==> src/rtl/fir_coeff_loader.sv <==
`timescale 1ns/1ps
// fir_coeff_loader
// Writer side of the FIR coefficient bank. A framed byte stream
// (0xA5, payload MSB-first per tap, XOR checksum) is assembled into a shadow
// bank, verified, then copied to the active bank on the next sample tick.
// Optional build macro: COEFF_LOADER_TIMEOUT_EN adds an inter-byte timeout
// that aborts a stalled frame while receiving payload.
//
// state     | meaning
// ----------+---------------------------------------------------------
// S_IDLE    | hunting for header 0xA5, other bytes dropped
// S_PAYLOAD | shifting payload bytes into shadow, then taking checksum
// S_CHECK   | one cycle: compare received checksum with running XOR
// S_PENDING | verified set waiting for tick_i to swap into active bank
module fir_coeff_loader #(
    parameter int NUM_COEFFS     = 23,
    parameter int COEFF_WIDTH    = 24,
    parameter int TIMEOUT_CYCLES = 4096
) (
    input  logic                          clk_i,
    input  logic                          reset_i,
    input  logic                          tick_i,
    input  logic [7:0]                    byte_i,
    input  logic                          byte_valid_i,
    output logic                          byte_ready_o,
    output logic signed [COEFF_WIDTH-1:0] coeff_o [NUM_COEFFS],
    output logic                          update_o,
    output logic                          busy_o,
    output logic                          chk_err_o,
    output logic [7:0]                    err_count_o
);
    localparam int BYTES_PER_COEFF = COEFF_WIDTH / 8;
    localparam int PAYLOAD_BYTES   = NUM_COEFFS * BYTES_PER_COEFF;
    localparam int IDX_W           = $clog2(PAYLOAD_BYTES + 1);
    localparam int TAP_W           = $clog2(NUM_COEFFS + 1);
    localparam int SUB_W           = $clog2(BYTES_PER_COEFF + 1);

    localparam logic [1:0] S_IDLE    = 2'd0;
    localparam logic [1:0] S_PAYLOAD = 2'd1;
    localparam logic [1:0] S_CHECK   = 2'd2;
    localparam logic [1:0] S_PENDING = 2'd3;

    localparam logic [7:0] HEADER = 8'hA5;

    logic [1:0]                    r_state;
    logic [IDX_W-1:0]              r_idx;
    logic [TAP_W-1:0]              r_tap;
    logic [SUB_W-1:0]              r_sub;
    logic [7:0]                    r_chk;
    logic [7:0]                    r_rx_chk;
    logic [COEFF_WIDTH-1:0]        r_shadow [NUM_COEFFS];
    logic signed [COEFF_WIDTH-1:0] r_coeff [NUM_COEFFS];
    logic [7:0]                    r_err_count;

    logic w_take;
    logic w_hdr;
    logic w_chk_bad;
    logic w_swap;
    logic w_timeout;

    assign byte_ready_o = (r_state == S_IDLE) || (r_state == S_PAYLOAD);
    assign w_take       = byte_valid_i && byte_ready_o;
    assign w_hdr        = (r_state == S_IDLE) && w_take && (byte_i == HEADER);
    assign w_chk_bad    = (r_state == S_CHECK) && (r_rx_chk != r_chk);
    assign w_swap       = (r_state == S_PENDING) && tick_i;

    // Pulses are suppressed while reset is asserted because reset wins that edge.
    assign update_o    = reset_i && w_swap;
    assign chk_err_o   = reset_i && (w_chk_bad || w_timeout);
    assign busy_o      = (r_state != S_IDLE);
    assign err_count_o = r_err_count;
    assign coeff_o     = r_coeff;

`ifdef COEFF_LOADER_TIMEOUT_EN
    localparam int TO_W = $clog2(TIMEOUT_CYCLES + 1);

    logic [TO_W-1:0] r_to_cnt;

    // Inter-byte down-counter: reloaded on each payload byte, zero outside payload.
    always_ff @(posedge clk_i) begin
        if (!reset_i) begin
            r_to_cnt <= '0;
        end else if (w_hdr) begin
            r_to_cnt <= TO_W'(TIMEOUT_CYCLES - 1);
        end else if (r_state != S_PAYLOAD) begin
            r_to_cnt <= '0;
        end else if (w_take) begin
            r_to_cnt <= (r_idx == IDX_W'(PAYLOAD_BYTES)) ? '0 : TO_W'(TIMEOUT_CYCLES - 1);
        end else if (r_to_cnt != '0) begin
            r_to_cnt <= r_to_cnt - TO_W'(1);
        end
    end

    assign w_timeout = (r_state == S_PAYLOAD) && !w_take && (r_to_cnt == '0);
`else
    // No timeout in this build; PAYLOAD waits indefinitely (constant false).
    assign w_timeout = (TIMEOUT_CYCLES < 0);
`endif

    // Frame FSM: header hunt, payload assembly into shadow, checksum, swap wait.
    always_ff @(posedge clk_i) begin
        if (!reset_i) begin
            r_state  <= S_IDLE;
            r_idx    <= '0;
            r_tap    <= '0;
            r_sub    <= '0;
            r_chk    <= '0;
            r_rx_chk <= '0;
            for (int k = 0; k < NUM_COEFFS; k++) begin
                r_shadow[k] <= '0;
            end
        end else begin
            case (r_state)
                S_IDLE: begin
                    if (w_hdr) begin
                        r_state <= S_PAYLOAD;
                        r_idx   <= '0;
                        r_tap   <= '0;
                        r_sub   <= '0;
                        r_chk   <= '0;
                    end
                end
                S_PAYLOAD: begin
                    if (w_timeout) begin
                        r_state <= S_IDLE;
                    end else if (w_take) begin
                        if (r_idx == IDX_W'(PAYLOAD_BYTES)) begin
                            r_rx_chk <= byte_i;
                            r_state  <= S_CHECK;
                        end else begin
                            // Every tap receives exactly BYTES_PER_COEFF shifts,
                            // so stale contents are always fully overwritten.
                            r_shadow[r_tap] <= (r_shadow[r_tap] << 8) | COEFF_WIDTH'(byte_i);
                            r_chk           <= r_chk ^ byte_i;
                            r_idx           <= r_idx + IDX_W'(1);
                            if (r_sub == SUB_W'(BYTES_PER_COEFF - 1)) begin
                                r_sub <= '0;
                                r_tap <= r_tap + TAP_W'(1);
                            end else begin
                                r_sub <= r_sub + SUB_W'(1);
                            end
                        end
                    end
                end
                S_CHECK: begin
                    r_state <= (r_rx_chk == r_chk) ? S_PENDING : S_IDLE;
                end
                S_PENDING: begin
                    if (tick_i) begin
                        r_state <= S_IDLE;
                    end
                end
                default: r_state <= S_IDLE;
            endcase
        end
    end

    // Active bank only changes on a tick edge so the filter never sees a mixed set.
    always_ff @(posedge clk_i) begin
        if (!reset_i) begin
            for (int k = 0; k < NUM_COEFFS; k++) begin
                r_coeff[k] <= '0;
            end
        end else if (w_swap) begin
            for (int k = 0; k < NUM_COEFFS; k++) begin
                r_coeff[k] <= $signed(r_shadow[k]);
            end
        end
    end

    // Rejected-frame counter, saturating at 255.
    always_ff @(posedge clk_i) begin
        if (!reset_i) begin
            r_err_count <= '0;
        end else if ((w_chk_bad || w_timeout) && (r_err_count != 8'hFF)) begin
            r_err_count <= r_err_count + 8'd1;
        end
    end
endmodule

==> config.mk <==
export PLATFORM = sky130hd
export DESIGN_NAME = fir_coeff_loader
export DESIGN_NICKNAME = d
export VERILOG_FILES = /design/src/rtl/fir_coeff_loader.sv
export SDC_FILE = /design/constraint.sdc
export NUM_CORES = 2
export LEC_CHECK = 0
export BUFFER_PORTS_ARGS = -buffer_cell sky130_fd_sc_hd__buf_2
export CAP_MARGIN = 20
export CORE_MARGIN = 5
export CORE_UTILIZATION = 50
export CTS_CLUSTER_DIAMETER = 100
export CTS_CLUSTER_SIZE = 24
export DETAILED_ROUTE_END_ITERATION = 12
export PLACE_DENSITY = 0.71
export SETUP_SLACK_MARGIN = 0.15
export SYNTH_ARGS = -nofsm -noshare
export SYNTH_HDL_FRONTEND = slang
export SYNTH_SLANG_ARGS = --single-unit
==> constraint.sdc <==
create_clock -name clk_i -period 3 [get_ports clk_i]
set_input_delay 0.6 -clock clk_i [delete_from_list [all_inputs] [get_ports clk_i]]
set_output_delay 0.6 -clock clk_i [all_outputs]
set_load 0.05 [all_outputs]
* Word level (Yosys, flattened, before mapping)
Memory sizes are Yosys's and may differ from the RTL's. A register that Yosys moved wholly into a read port is not among the register bits. Index checks and enable logic that the tools add are counted.
Storage, ports and cells: register bits after elaboration 40, bits in writable memories 552, input bits 12, logic and storage cells 104, memories kept 1
Memory list:
- r_shadow | words 23, bits a word 24, rd ports 24, clocked after memory_dff 24, write ports 23, RTL line 51 | logic [COEFF_WIDTH-1:0] r_shadow [NUM_COEFFS];
Operators by class: add/sub/neg operators 4, equal/unequal tests 15, muxes and demuxes 35, bitwise logic cells 2, reduce and logical (&&, ||, !) cells 40
Operators with widths (number):
- $mux 5 | 7
- $mux 24 | 1
- $mux 8 | 3
- $or 24x8->24 | 1
- $reduce_or 24->1 | 1
- $logic_not 1->1 | 23
- $mux 7 | 3
- $mux 2 | 9
- $pmux 8 s2 | 1
- $pmux 7 s2 | 1
- $pmux 5 s2 | 1
- $add 8x1->8 const B | 1
- $eq 8x8->1 | 1
- $eq 8x8->1 const B | 1
- $logic_and 1x1->1 | 8
- $ne 2x2->1 const B | 4
- $ne 8x8->1 | 1
- $ne 8x8->1 const B | 1
- $pmux 2 s4 | 1
- $reduce_and 4->1 | 2
- $xor 8x8->8 | 1
- $add 7x1->7 const B | 1
- $eq 7x7->1 const B | 1
- $mux 1 | 7
- 11 further kinds | 15

* Depth between registers and ports, before layout
depth after elaboration 9, mapped depth 10

* Worst setup path before layout
No wires, ideal clock.
path kind input port to flip-flop, start input port byte_valid_i, end memory r_shadow[17][0] (enable), setup time 381 ps, arrival time 2320 ps, required time 2619 ps, setup slack 299 ps, cell stages on the path 6, cell sequence nand3b_1 > a211oi_4 > buf_2 > nand3_1 > buf_2 > nand2_1
RTL lines:
- start: declaration | RTL line 24 | input logic byte_valid_i,
- end: declaration | RTL line 51

==> metrics <==
status finished, final reports clean; setup TNS 0 ns; CTS tree built; fmax roughly 350 MHz; Sw Share between 20% and 30%; Clock Skew 0.0464 ns; initial DRC count 5,246; H-tree levels 2; global route overflow 0; nets@finish 5,195; Yosys reg bits between 1,000 and 1,500; Bufs and invs on worst path 3; biggest area consumer among synthesized cells edfxtp_1; Top Family by Delay on Critical Path simple AND/OR/NAND/NOR gates; clock slew at reported path FFs about 0.1 ns; reg2reg path depth 8; non-filler instance count after layout between 6,000 and 7,000; clk sinks 1,293; global-route wire length before repair 245 mm; Setup Viol. Count Final 0; Final Hold Viols 0; Worst EP arrival 3.29 ns; DR pass1 iterations 9; Die H 325 um; Tcrit/Tclk final 94.8%; critical path, cell by cell buf_12 > buf_12 > mux2i_1 > a22oi_1 > nand3_1 > and4_2 > buf_12 > nor2_1; Routed WL per cell 26.4 um; PnR worst setup slack between 0.15 and 0.2 ns; via/cell ratio 5.85; Mapped Cells 4,713; I/O Buffers 575; Initial Utilization 50.4%; YS warnings 0; initial antenna violation count 8; Pwr Total between 0.02 and 0.03 W; Core ar. 0.0986 mm2; power share of the sequential group 65.0%; Place WS 0.292 ns; die width 325 um; Final min period approximately 2.8 ns; Mapped Avg Cell Area around 11 um2; Layout area overhead 13.8%; post-layout util 57.4%; Worst Hold Class input pin to register; largest net degree at the start of global routing 167; CTS Root Cell clkbuf_16; Internal ~0.023 W; Switch Pwr around 0.0064 W; Post-synth EDFFs around 700; placed insts between 6,000 and 7,000; top cell type's share of synthesized area 42.1%; Rel. slew slack 34.5%; Bufs on Longest Clock Path 3; share of cells above drive strength 1 around 17%; hold_sp reset_i; Final Max Tran Viols 0; nature of the critical path startpoint register; Crit Path Max Fanout 47; Post-route DRC 0; GP Congestion 0.970; sequential area share after synthesis approximately two thirds; stages on the worst setup path 8; critical path required time 3.44 ns; crit-path max cell delay 0.50 ns; IR drop worst, VDD ~0.42 mV; RSZ-0062 raised after global routing false; FFs w/ async S/R, synth 0%; Critical-path top delay cell and4_2; post-synth cell types 53; Post-Syn Area around 0.05 mm2; Hold Crit Depth 3; number of nets with antenna violations after detailed routing 0; Num CTS Buffers 60; most frequent CP cell buf_12; flop2flop setup slack 0.16 ns; # IOs 576; die area 0.106 mm2; number of global-route vias before repair 35,300; actual slew at the worst max-slew pin 0.983 ns; crit end category register; Routed WL 172 mm; P_leak 20.5 nW; pwr dens 520 mW/mm2; clock latency on the worst-skew pair 0.71 ns; Critical Setup Path Class register to register; clock power share 32.2%; # rows 115; largest cells by area after synthesis edfxtp_1 42%, dfxtp_1 24%, nand2_1 9.2%, a21oi_1 6.4%, mux2i_1 5.4%; HPWL Detailed 121 mm; Logic pwr share about 2.8%; Synthesized Nets approximately 4,700; Max-Cap Viols 0; top_reg_cell synth edfxtp_1; DR vias 38,200; Total GRT Usage 31.1%
cells in the final DEF (no fill, tap or decap), types with 4 or more instances in the layout:
cell       count
nand2_1     1221
edfxtp_1     696
a21oi_1      638
dfxtp_1      595
buf_2        575
nor2_1       430
mux2i_1      269
and2_1       192
buf_4        138
nand3_1       95
a22oi_1       64
clkbuf_16     61
buf_12        51
clkbuf_1      47
o21ai_0       17
inv_1         14
nand3b_1      11
and4_1         8
and4_2         8
xnor2_1        8
ha_1           7
nand2b_1       6
and3_1         6
nor3_1         5
diode_2        4
and2_2         4
nor3b_1        4
a31oi_1        4
through the flow:
step	hold slack (ns)	instance area, um2
CTS	0.231	56500
global route	0.249	56600
detailed placement	0.443	54800
global placement	0.439	54800
finish	0.275	56600
floorplan	0.444	49700
worst min-delay path, cell delays in order:
cell and delay, ns:
buf_2 0.14, inv_8 0.14, a21oi_1 0.06
power by group through the flow:
stage                     Clock [W]  Combinational (W)  Sequential (W)
after floorplan                   0           0.000383          0.0194
after global placement            0           0.000807          0.0195
after detailed placement          0           0.000815          0.0195
after CTS                   0.00955           0.000816          0.0191
after global routing         0.0102           0.000862          0.0191
final                       0.00945           0.000836          0.0191
flip-flops by register name, indices dropped and copies added (netlist names), named ones only:
| name | cells |
|---|---|
| r_tap | 5 |
| r_idx | 7 |
| r_chk | 8 |
| r_shadow | 696 |
| r_sub | 2 |
| r_rx_chk | 8 |
| r_state | 2 |
| err_count_o | 8 |
| coeff_o | 552 |
per-layer routing:
layer / global-route usage, % / share of wire (%)
met5: 0 / 0.024
met1: 40.2 / 37
met2: 48.7 / 45
met4: 17.1 / 6.8
met3: 7.56 / 11
cell families after synthesis:
| family | after synthesis | synth area share, % |
|---|---|---|
| multiplexers | 269 | 5.42 |
| AO/OA/AOI/OAI | 739 | 7.92 |
| buffers and inverters | 379 | 3.19 |
| AND/OR/NAND/NOR | 2018 | 17.0 |
| flip-flops | 1293 | 66.1 |
| adder cells (fa/ha/maj) | 7 | 0.176 |
| XOR/XNOR | 8 | 0.141 |
Yosys cell counts (all sizes together) (2+ instances only):
| cell | n |
|---|---|
| o32ai | 2 |
| nor2b | 4 |
| nand4 | 2 |
| clkbuf | 248 |
| dfxtp | 597 |
| edfxtp | 696 |
| and2 | 196 |
| nand2b | 6 |
| buf | 116 |
| nand3 | 97 |
| mux2i | 269 |
| o31ai | 3 |
| nand2 | 1222 |
| and3 | 7 |
| nor3b | 4 |
| inv | 15 |
| nor3 | 6 |
| xnor2 | 8 |
| a21oi | 638 |
| a22oi | 64 |
| a31oi | 4 |
| o21ai | 19 |
| and4 | 16 |
| ha | 7 |
| o221a | 2 |
| or4 | 2 |
| or3b | 2 |
| nor2 | 432 |
| nand3b | 11 |
| or3 | 3 |
| or2 | 2 |
cell type report:
cell class / instances / area [um2]
antenna: 4 / 10.0
tap: 1287 / 1610
clock inverter: 2 / 32.5
sequential: 1293 / 32900
multi-input combinational: 3041 / 15300
clock buffer: 109 / 1720
timing repair buffer: 765 / 4960
inverter: 15 / 63.8
fill: 8492 / 42000
what timing repair did:
| item | CTS | global route |
|---|---|---|
| pin swaps | 0 | 1 |
| resized for setup | 2 | 3 |
| endpoints found under the hold margin | 0 | 0 |
| hold buffers | 0 | 0 |
| endpoints found under the setup margin | 1 | 15 |
| setup buffers | 0 | 1 |
final timing paths:
check | end
min | coeff_o[491]
max | r_shadow[15][21]
min reg2reg | coeff_o[496]
max reg2reg | r_shadow[15][21]
(Power assumes the default switching activity.)
